## src/rtl/eq_pkg.sv

```systemverilog
// Shared types and sizing for the equalizer gain loader.
package eq_pkg;

  localparam int unsigned NUM_BANDS = 8;
  localparam int unsigned GAIN_W    = 16;
  localparam int unsigned IDX_W     = $clog2(NUM_BANDS);

  localparam logic [GAIN_W-1:0] GAIN_UNITY = 16'h1000;
  localparam logic [GAIN_W-1:0] GAIN_RST   = GAIN_UNITY;
  localparam logic [GAIN_W-1:0] RAMP_STEP  = 16'h0040;

  typedef logic [GAIN_W-1:0]        gain_t;
  typedef gain_t [NUM_BANDS-1:0]    gain_bank_t;

  typedef enum logic [1:0] {
    IDLE = 2'd0,
    LOAD = 2'd1,
    PEND = 2'd2,
    RAMP = 2'd3
  } loader_state_e;

endpackage

```

## src/rtl/gain_slew.sv

```systemverilog
// One band of the gain ramp: steps current toward target by at most step per tick.
module gain_slew
  import eq_pkg::*;
(
  input  logic [GAIN_W-1:0] current_i,
  input  logic [GAIN_W-1:0] target_i,
  input  logic [GAIN_W-1:0] step_i,
  input  logic              tick_i,
  output logic [GAIN_W-1:0] next_c,
  output logic              done_c
);

  logic              up_c;
  logic [GAIN_W-1:0] diff_c;
  logic [GAIN_W-1:0] delta_c;

  // Delta is clamped to the remaining distance, so the move can never overshoot or wrap.
  always_comb begin
    up_c    = (target_i > current_i);
    diff_c  = up_c ? GAIN_W'(target_i - current_i) : GAIN_W'(current_i - target_i);
    delta_c = (diff_c < step_i) ? diff_c : step_i;
    next_c  = current_i;
    if (tick_i) begin
      next_c = up_c ? GAIN_W'(current_i + delta_c) : GAIN_W'(current_i - delta_c);
    end
    done_c  = (next_c == target_i);
  end

endmodule

```

## src/rtl/eq_gain_loader.sv

```systemverilog
// Equalizer gain loader: collects 8-word frames into a shadow bank, commits atomically on sample_tick.
// Optional EQ_GAIN_RAMP_EN: commit slews each gain toward its target by RAMP_STEP per tick.
module eq_gain_loader
  import eq_pkg::*;
(
  input  logic                              clk,
  input  logic                              rst_n,
  input  logic                              cfg_valid,
  output logic                              cfg_ready,
  input  logic                              cfg_first,
  input  logic [GAIN_W-1:0]                 cfg_data,
  input  logic                              sample_tick,
  output logic [NUM_BANDS-1:0][GAIN_W-1:0]  g,
  output logic                              gain_updated,
  output logic                              frame_err,
  output logic                              busy
);

  loader_state_e     state_q, state_d;
  logic [IDX_W-1:0]  idx_q, idx_d;
  gain_bank_t        shadow_q, shadow_d;
  gain_bank_t        g_q, g_d;
  logic              gain_updated_q, gain_updated_d;
  logic              frame_err_q, frame_err_d;
  logic              cfg_ready_q;
  logic              busy_q;
  logic              xfer_c;

  assign xfer_c = cfg_valid && cfg_ready_q;

`ifdef EQ_GAIN_RAMP_EN
  gain_bank_t            slew_next_c;
  logic [NUM_BANDS-1:0]  slew_done_c;

  for (genvar k = 0; k < NUM_BANDS; k++) begin : g_slew
    gain_slew u_slew (
      .current_i (g_q[k]),
      .target_i  (shadow_q[k]),
      .step_i    (RAMP_STEP),
      .tick_i    (sample_tick),
      .next_c    (slew_next_c[k]),
      .done_c    (slew_done_c[k])
    );
  end
`endif

  // Next-state, shadow fill and commit logic.
  always_comb begin
    state_d        = state_q;
    idx_d          = idx_q;
    shadow_d       = shadow_q;
    g_d            = g_q;
    gain_updated_d = 1'b0;
    frame_err_d    = 1'b0;
    case (state_q)
      IDLE: begin
        if (xfer_c) begin
          if (cfg_first) begin
            shadow_d[0] = cfg_data;
            idx_d       = IDX_W'(1);
            state_d     = LOAD;
          end else begin
            frame_err_d = 1'b1;
          end
        end
      end
      LOAD: begin
        if (xfer_c) begin
          if (cfg_first) begin
            shadow_d[0] = cfg_data;
            idx_d       = IDX_W'(1);
            frame_err_d = 1'b1;
          end else begin
            shadow_d[idx_q] = cfg_data;
            if (idx_q == IDX_W'(NUM_BANDS - 1)) begin
              idx_d   = '0;
              state_d = PEND;
            end else begin
              idx_d = IDX_W'(idx_q + IDX_W'(1));
            end
          end
        end
      end
      PEND: begin
        if (sample_tick) begin
`ifdef EQ_GAIN_RAMP_EN
          state_d = RAMP;
`else
          g_d            = shadow_q;
          gain_updated_d = 1'b1;
          state_d        = IDLE;
`endif
        end
      end
`ifdef EQ_GAIN_RAMP_EN
      RAMP: begin
        if (sample_tick) begin
          g_d = slew_next_c;
          if (&slew_done_c) begin
            gain_updated_d = 1'b1;
            state_d        = IDLE;
          end
        end
      end
`endif
      default: state_d = IDLE;
    endcase
  end

  // ready and busy are registered from the next state so they track state_q exactly.
  always_ff @(posedge clk or negedge rst_n) begin
    if (!rst_n) begin
      state_q        <= IDLE;
      idx_q          <= '0;
      shadow_q       <= {NUM_BANDS{GAIN_RST}};
      g_q            <= {NUM_BANDS{GAIN_RST}};
      gain_updated_q <= 1'b0;
      frame_err_q    <= 1'b0;
      cfg_ready_q    <= 1'b1;
      busy_q         <= 1'b0;
    end else begin
      state_q        <= state_d;
      idx_q          <= idx_d;
      shadow_q       <= shadow_d;
      g_q            <= g_d;
      gain_updated_q <= gain_updated_d;
      frame_err_q    <= frame_err_d;
      cfg_ready_q    <= (state_d == IDLE) || (state_d == LOAD);
      busy_q         <= (state_d != IDLE);
    end
  end

  assign cfg_ready    = cfg_ready_q;
  assign g            = g_q;
  assign gain_updated = gain_updated_q;
  assign frame_err    = frame_err_q;
  assign busy         = busy_q;

endmodule
```

## config.mk

```make
export PLATFORM = sky130hd
export DESIGN_NAME = eq_gain_loader
export DESIGN_NICKNAME = d
export VERILOG_FILES = /design/src/rtl/eq_pkg.sv /design/src/rtl/gain_slew.sv /design/src/rtl/eq_gain_loader.sv
export SDC_FILE = /design/constraint.sdc
export NUM_CORES = 1
export LEC_CHECK = 0
export CELL_PAD_IN_SITES_DETAIL_PLACEMENT = 2
export CELL_PAD_IN_SITES_GLOBAL_PLACEMENT = 2
export CORE_ASPECT_RATIO = 0.8
export CORE_MARGIN = 2
export CORE_UTILIZATION = 40
export CTS_BUF_LIST = sky130_fd_sc_hd__clkbuf_8
export DETAILED_ROUTE_END_ITERATION = 16
export PLACE_DENSITY_LB_ADDON = 0.05
export REMOVE_ABC_BUFFERS = 1
export SLEW_MARGIN = 20
export SYNTH_ARGS = -nofsm -noshare
export SYNTH_HDL_FRONTEND = slang
export SYNTH_SLANG_ARGS = --single-unit
```

## constraint.sdc

```tcl
create_clock -name clk -period 2.6 [get_ports clk]
set_input_delay 0.26 -clock clk [delete_from_list [all_inputs] [get_ports clk]]
set_output_delay 0.26 -clock clk [all_outputs]
set_load 0.05 [all_outputs]
```

Yosys cells after proc, flatten, opt, wreduce, memory -nomap -nowiden --
Cells that the tools add are included.
Storage, ports and cells: bits in registers 265, output and inout port bits 132, word-level logic and storage cells 71
Operators by class: order comparisons 2, add/subtract/negate cells 1, equal/unequal tests 7, muxes and demuxes 28, bitwise operators 1, reduce and logical (&&, ||, !) cells 10
Operators by type and width (number):
- $bwmux W128 | 1
- $mux W16 | 5
- $demux W16 S3 | 1
- $pmux W16 S2 | 1
- $mux W3 | 5
- $mux W2 | 6
- $mux W1 | 6
- $ne A2 B2 Y1 const B | 3
- $pmux W2 S3 | 1
- $pmux W3 S2 | 1
- $eq A2 B1 Y1 const B | 2
- $logic_not A2 Y1 | 2
- $lt A3 B4 Y1 const B | 1
- $reduce_and A4 Y1 | 1
- $reduce_bool A2 Y1 | 2
- $add A3 B1 Y3 const B | 1
- $eq A3 B3 Y1 const B | 1
- $ge A3 B1 Y1 const B | 1
- $reduce_and A3 Y1 | 1
- $eq A2 B2 Y1 const B | 1
- $logic_and A1 B1 Y1 | 2
- $pmux W1 S2 | 1
- $reduce_and A2 Y1 | 1
- $logic_or A1 B1 Y1 | 1
- $not A1 Y1 | 1

Depth between registers and ports, before layout --
Gate-level depths: netlist (run 1).
depth in word-level cells 8, mapped depth 7, gate-level depth less buffers 5

Least setup slack after synthesis (run 1) --
No wires, ideal clock.
path type register to register, start point register cfg_ready_q (netlist: cfg_ready), end point register shadow_q[0] (netlist bit), library setup time 0.079 ns, path slack 0.224 ns, buffers on the path 2, data arrival time 2.297 ns, period minus slack after synthesis 2.376 ns, cell stages (with the launch flop) 6, cell sequence dfstp_2 -> nand2_1 -> clkbuf_1 -> nor4_2 -> buf_4 -> mux2i_1
On the way: word-level cells in the longest chain between the ends 3, elaborated cells between the ends (all ways) 4, those cells by class 2 x eq/ne; 2 x reduce/logical
Ends and longest elaborated chain:
- from (decl) | RTL line eq_gain_loader.sv:25 | logic cfg_ready_q;
- from (signal assigned) | RTL line eq_gain_loader.sv:128 | cfg_ready_q <= (state_d == IDLE) || (state_d == LOAD);
- $logic_and A1 B1 Y1 (*) | RTL line eq_gain_loader.sv:29 | assign xfer_c = cfg_valid && cfg_ready_q;
- $ne A2 B2 Y1 (no line)
- $reduce_and A4 Y1 (no line) (*)
- to (signal assigned) | RTL line eq_gain_loader.sv:115 | shadow_q <= {NUM_BANDS{GAIN_RST}};
- to (signal assigned) | RTL line eq_gain_loader.sv:124 | shadow_q <= shadow_d;
- to (decl) | RTL line eq_gain_loader.sv:21 | gain_bank_t shadow_q, shadow_d;
Every way passes the cells marked *; elsewhere a longest branch is shown, timed or not. A chain may end at the register's enable or synchronous reset.

Worst setup path after layout (run 1) --
start point register state_q[0], end point register shadow_q[80] (netlist bit)
On the way: word-level cells in the longest chain between the ends 2
Ends and longest elaborated chain:
- from (decl) | RTL line eq_gain_loader.sv:19 | loader_state_e state_q, state_d;
- from (signal assigned) | RTL line eq_gain_loader.sv:122 | state_q <= state_d;
- $eq A2 B1 Y1 | RTL line eq_gain_loader.sv:55 | case (state_q)
- $reduce_and A3 Y1 (no line)
Every way passes these cells.

==> impl_results.md, run 1 <==
* Worst Setup EP: shadow_q[80]
* Global-route wire length before repair at 41760 um
* Synth Cell Area at 10380 um^2
* Num Clock Sinks at 265
* Final Wtd Congestion at 0.7314
* Fin crit period at 2.273 ns
* Leakage at 6.418 nW
* Reg2reg setup slack at 0.33 ns
* Final Max Tran Viols at 0
* Clk Latency, worst-skew pair at 0.55 ns
* CP bufs+invs at 2
* Post-cts hold buffer count at 1
* Cells after DPL at 1114
* Worst R2R Path Depth at 5
* Detailed-route DRC error count at 0
* Die width at 184.1 um
* Share of cells above drive strength 1 at 38.85%
* Layout area overhead at 27.47%
* All-Layer GR Usage at 19.96%
* Worst path depth at 5
* Max Fclk at 440.0 MHz
* CP max FO at 10
* Crit path launch: state_q[0]
* Remaining Overflow, GRT at 0
* Comb pwr share at 18.2%
* Core Util, Final at 52.16%
* Critical Path, Cell by Cell: or3b_1 > buf_4 > nor4_4 > buf_4 > mux2_2
* Status: finished clean
* Clock network power share at 32.0%
* Die Height at 148.1 um
* TritonCTS clock tree: yes
* Arrival @ worst endpoint at 2.70 ns
* Port Buffers at 152
* DR iter-0 viols at 179
* Crit path largest cell delay at 0.49 ns
* Hold Path Class: in2async
* Final WL at 25990 um
* Cts bufs inserted at 44
* Initial antenna violation count at 0
* CP top delay family: simple AND/OR/NAND/NOR gates
* Post-CTS setup buffer count at 0
* Mean Syn Cell Area at 16.02 um^2
* Final Net Count at 861
* Reg2reg end: shadow_q[80]
* Ys Warns at 0
* Post-synth cell types at 31
* Clock-pin transition on the worst setup and hold timing paths at 0.06 ns
* Row cnt at 52
* RSZ-0062 raised after global routing: no
* PostCTS Resize Cnt at 0
* Cells after Synth at 648
* Net switching power at 3.137 mW
* Die Area at 27270 um^2
* DP HPWL at 16880 um
* Final hold slack at 0.3469 ns
* Critical path launch point type: register
* CP max-delay cell: or3b_1
* Initial Utilization at 40.92%
* Power Internal at 8.235 mW
* # setup viols final at 0
* Slew @ Worst Pin at 0.8707 ns
* Setup Skew at 0.02184 ns
* Maximum vdd drop at 366.5 uV
* Max-cap violations at 0
* I/O pins at 153
* Seq cells post-synth at 265
* DR WL/cell at 21.76 um
* Worst Setup End Kind: register
* Vias in the first global route at 7147
* Clock buffer depth at 3
* Largest net degree at the start of global routing at 103
* Most frequent cell on the critical path: buf_4
* Seq/Total Area, Yosys at 64.07%
* Core Area at 25370 um^2
* Clk root buf: clkbuf_8
* Fin cells at 1194
* FF-to-FF Start: state_q[0]
* Fin. Hold Viols at 0
* Ant diodes at 0
* PwrDens at 859.2 nW/um^2
* Fin crit share at 87.42%
* Vias after detailed routing at 5986
* Htree depth at 2
* Setup CP Type: reg2reg
* # fillers at 2309
* Part of the power in registers at 49.7%
* Max_slew headroom at 41.95%
* Post-route antenna net violation count at 0
* Vias per cell at 5.013
* Sw Ratio at 27.58%
* TritonRoute pass-1 iters at 4
* Critical Path RT at 3.02 ns
worst reg2reg max path: stages (launching register included):
cell	delay, ns
dfrtp_1	0.46
or3b_1	0.50
buf_4	0.24
nor4_4	0.29
buf_4	0.30
mux2_2	0.37
placed cells by master (no fill, tap or decap), types with 2 or more instances in the layout:
cell type        instances
o21ai_0                 35
inv_1                   38
nand3b_1                 2
nor3b_1                  2
clkdlybuf4s50_1        151
mux2i_1                 18
buf_12                   6
nor2_1                   4
or4_4                    3
buf_4                   19
dfstp_2                 17
nand2b_1                 2
mux2_4                  40
ha_1                     3
clkbuf_8                59
nor4_4                   4
nand2_1                 20
dfrtp_1                248
mux2_2                 184
cells in the mapped netlist, drive strengths merged:
cell	instances	area, um^2
mux2	225	2684
nand3b	2	15.01
or3b	1	8.760
clkbuf	20	75.07
buf	15	183.9
o31a	1	8.760
o21ai	35	175.2
inv	20	75.07
ha	3	37.54
dfrtp	248	6206
or4	3	33.78
nand3	1	5.000
o21a	1	7.510
nor4	4	76.32
mux2i	18	180.2
a2bb2oi	1	8.760
nand2b	2	12.51
a31oi	1	6.260
nor3b	2	15.01
and2b	1	8.760
dfstp	17	446.7
nor2	4	15.01
or4b	1	13.76
nand2	20	75.07
nor3	2	10.01
cell families (layout without fill, tap and decap cells):
family / Yosys count / in the layout / share of synthesized area, %
AOI/OAI and AO/OA: 39 / 39 / 1.988
adders and majority gates: 3 / 3 / 0.3615
buffers and inverters: 55 / 277 / 3.217
DFF: 265 / 265 / 64.07
muxes: 243 / 243 / 27.58
and+or+nand+nor: 43 / 43 / 2.783
per-layer routing:
layer | up-vias | GRT usage (%) | routed length [um]
li1 | 2646 | - | -
met1 | 3159 | 25.66 | 11360
met2 | 148 | 34.53 | 12980
met3 | 33 | 4.310 | 1265
met4 | 0 | 5.040 | 377
met5 | - | 0 | 0
through the flow:
step	instance area (um^2)	TNS, ns	power (mW)	worst slack (ns)
3_5_place_dp	12330	0	7.832	0.04972
6_report	13240	0	11.37	0.3271
2_1_floorplan	10120	-284.57	6.954	-2.219
3_3_place_gp	12330	0	7.632	0.09537
5_1_grt	13240	0	12.03	0.1973
4_1_cts	13240	0	11.56	0.2905
how the worst min path moves through the flow:
stage	endpoint	slack (ns)	depth (start not counted)
6_report	gain_updated	0.35	2
5_1_grt	gain_updated	0.42	2
4_1_cts	gain_updated	0.39	2
3_5_place_dp	gain_updated	0.37	1
3_3_place_gp	gain_updated	0.37	1
2_1_floorplan	busy	-0.04	0
power groups by stage:
stage               combinational, mW  clock [mW]  sequential (mW)
detailed placement               2.10           0             5.73
finish                           2.07        3.64             5.66
global route                     2.27        3.96             5.80
global placement                 1.97           0             5.66
floorplan                        1.32           0             5.64
CTS                              2.12        3.76             5.68
layout make-up:
class	count	area (um^2)	area share, %
clock inverter	20	81.33	0.6144
timing repair buffer	178	1799	13.59
clock buffer	59	812.0	6.135
sequential	265	6653	50.26
tap	324	405.4	3.063
inverter	20	75.07	0.5672
multi-input combinational	328	3411	25.77
registers in the layout, indices dropped and copies added (netlist names):
register,cells
state_q,2
gain_updated,1
shadow_q,128
idx_q,3
g,128
cfg_ready,1
frame_err,1
busy,1
Note: power is estimated with default switching activity, not from simulation.
==> inputs of run 2 (changes only) <==
PLACE_DENSITY = 0.77   (was default)
PLACE_DENSITY_LB_ADDON = default   (was 0.05)
==> run 2 against run 1 <==
  * Final area is essentially flat
  * Register-to-register slack lost 0.03 ns
  * Non-clock buffer count shrank 3
  * Final cell count is essentially flat
  * Largest power group unchanged
==> impl_results.md, run 2 (synthesis results as in run 1) <==
* Largest net degree at the start of global routing at 97 (-5.8%)
* Power Internal at 8.315 mW (+0.96%)
* Max_slew headroom at 47.47% (+5.5 points)
* DR WL/cell at 22.96 um (+5.5%)
* Fin crit share at 88.60% (+1.2 points)
* Final Max Tran Viols at 0 (unchanged)
* Most common cell after layout, fill and taps aside: dfrtp_1
* Reg2reg end: shadow_q[80]
* TritonRoute pass-1 iters at 4 (unchanged)
* Die Area at 27270 um^2 (unchanged)
* Final Net Count at 859 (-0.23%)
* Die width at 184.1 um (unchanged)
* Num Clock Sinks at 265 (unchanged)
* Maximum vdd drop at 444.5 uV (+21%)
* Vias after detailed routing at 6020 (+0.57%)
* FF-to-FF Start: state_q[0]
* Commonest non-fill, non-tap cells in the layout: 248 x dfrtp_1, 184 x mux2_2, 151 x clkdlybuf4s50_1
* Share of cells above drive strength 1 at 38.69% (-0.16 points)
* Max Fclk at 434.1 MHz (-1.3%)
* Fin. Hold Viols at 0 (unchanged)
* Uppermost layer routed: met4
* Final hold slack at 0.3777 ns (+0.03082 ns)
* WL met1 at 12290 um (+8.2%)
* Clk Latency, worst-skew pair at 0.55 ns (about the same)
* # fillers at 2317 (+0.35%)
* Fin cells at 1195 (+0.084%)
* Post-route antenna net violation count at 0 (unchanged)
* Worst Setup End Kind: register
* Worst R2R Path Depth at 5 (unchanged)
* Comb pwr share at 18.0% (-0.2 points)
* Detailed-route DRC error count at 0 (unchanged)
* Slew @ Worst Pin at 0.7880 ns (-0.08270 ns)
* Global-route wire length before repair at 43630 um (+4.5%)
* Setup CP Type: reg2reg
* Vias per cell at 5.038 (+0.48%)
* Initial Utilization at 40.92% (unchanged)
* Final WL at 27440 um (+5.6%)
* Part of the power in registers at 49.2% (-0.5 points)
* TritonCTS clock tree: yes
* Die Height at 148.1 um (unchanged)
* Status: finished clean
* Fin crit period at 2.304 ns (+0.03069 ns)
* Core Util, Final at 52.21% (about the same)
* Clock buffer depth at 3 (unchanged)
* DR iter-0 viols at 197 (+10%)
* Max-cap violations at 0 (unchanged)
* Arrival @ worst endpoint at 2.71 ns (about the same)
* Setup Skew at 0.02660 ns (+0.004755 ns)
* Remaining Overflow, GRT at 0 (unchanged)
* Port Buffers at 152 (unchanged)
* DP HPWL at 17850 um (+5.7%)
* Net switching power at 3.267 mW (+4.2%)
* WL met2 at 13100 um (+0.88%)
* Post-CTS setup buffer count at 0 (unchanged)
* Vias in the first global route at 7221 (+1.0%)
* Clock network power share at 32.8% (+0.8 points)
* Routed met3 length at 1588 um (+26%)
* PwrDens at 874.3 nW/um^2 (+1.8%)
* Reg2reg setup slack at 0.30 ns (-0.03 ns)
* Critical Path RT at 3.01 ns (about the same)
* Cts bufs inserted at 45 (+2.3%)
* Layout area overhead at 27.58% (about the same)
* Htree depth at 2 (unchanged)
* RSZ-0062 raised after global routing: no
* # setup viols final at 0 (unchanged)
* Leakage at 6.429 nW (+0.17%)
* CP max FO at 11 (+1)
* Hold Path Class: in2async
* Final Wtd Congestion at 0.7260 (-0.74%)
* PostCTS Resize Cnt at 0 (unchanged)
* Row cnt at 52 (unchanged)
* Crit path launch: state_q[0]
* I/O pins at 153 (unchanged)
* Total power draw at 11.58 mW (+1.8%)
* Core Area at 25370 um^2 (unchanged)
* All-Layer GR Usage at 21.11% (+1.2 points)
* Sw Ratio at 28.21% (+0.63 points)
* Critical path launch point type: register
* Clk root buf: clkbuf_8
* Cells after DPL at 1111 (-0.27%)
* Ant diodes at 0 (unchanged)
* Initial antenna violation count at 0 (unchanged)
* Clock-pin transition on the worst setup and hold timing paths at 0.06 ns (about the same)
==> run 2: cell count changes in the layout (fill, tap and decap cells not counted), sizes merged <==
cell	change
clkinv	+2
inv	+2
buf	-3
bufinv	+1
clkbuf	-1
==> run 2: worst max-delay path, stage by stage, from the launching register on <==
cell and delay [ns]:
dfrtp_1 0.46, or3b_1 0.50, buf_4 0.23, nor4_4 0.28, buf_4 0.31, mux2_2 0.39
==> run 2: metrics by stage <==
step	cell area (um^2)	worst slack, ns	setup TNS, ns
after detailed placement	12310	0.05223	0
after CTS	13250	0.2799	0
after global routing	13250	0.2079	0
after global placement	12310	0.1075	0
final	13250	0.2964	0
after floorplan	10120	-2.219	-284.57
==> run 2: routing by layer <==
layer  global-route usage [%]  up-vias
li1                         -     2637
met1                    28.14     3185
met2                    34.62      161
met3                    5.681       37
met4                    5.120        0
met5                        0        -
==> run 2: worst max-delay path by stage <==
stage / slack, ns / depth (start not counted) / endpoint
after floorplan: -2.22 / 2 / g[100]
after global placement: 0.11 / 6 / shadow_q[83]
after detailed placement: 0.05 / 6 / shadow_q[80]
after CTS: 0.28 / 5 / shadow_q[80]
after global routing: 0.21 / 5 / shadow_q[80]
final: 0.30 / 5 / shadow_q[80]
==> run 2: cell type report <==
| type | count | area [um^2] | area share [%] |
|---|---|---|---|
| sequential | 265 | 6653 | 50.22 |
| clock buffer | 58 | 798.3 | 6.026 |
| clock inverter | 25 | 128.9 | 0.9728 |
| multi-input combinational | 328 | 3411 | 25.75 |
| inverter | 20 | 75.07 | 0.5667 |
| tap | 324 | 405.4 | 3.060 |
| timing repair buffer | 175 | 1777 | 13.41 |
==> run 2: power groups by stage <==
stage	Clock (mW)	Combinational [mW]	Sequential [mW]
final	3.80	2.09	5.70
after floorplan	0	1.32	5.64
after global placement	0	1.94	5.65
after global routing	4.12	2.28	5.81
after detailed placement	0	2.10	5.75
after CTS	3.92	2.13	5.71
==> run 2: repair_timing <==
action / 4_1_cts / 5_1_grt
hold buffers: 1 / 0
endpoints found under the hold margin: 89 / 0
endpoints found under the setup margin: 0 / 0
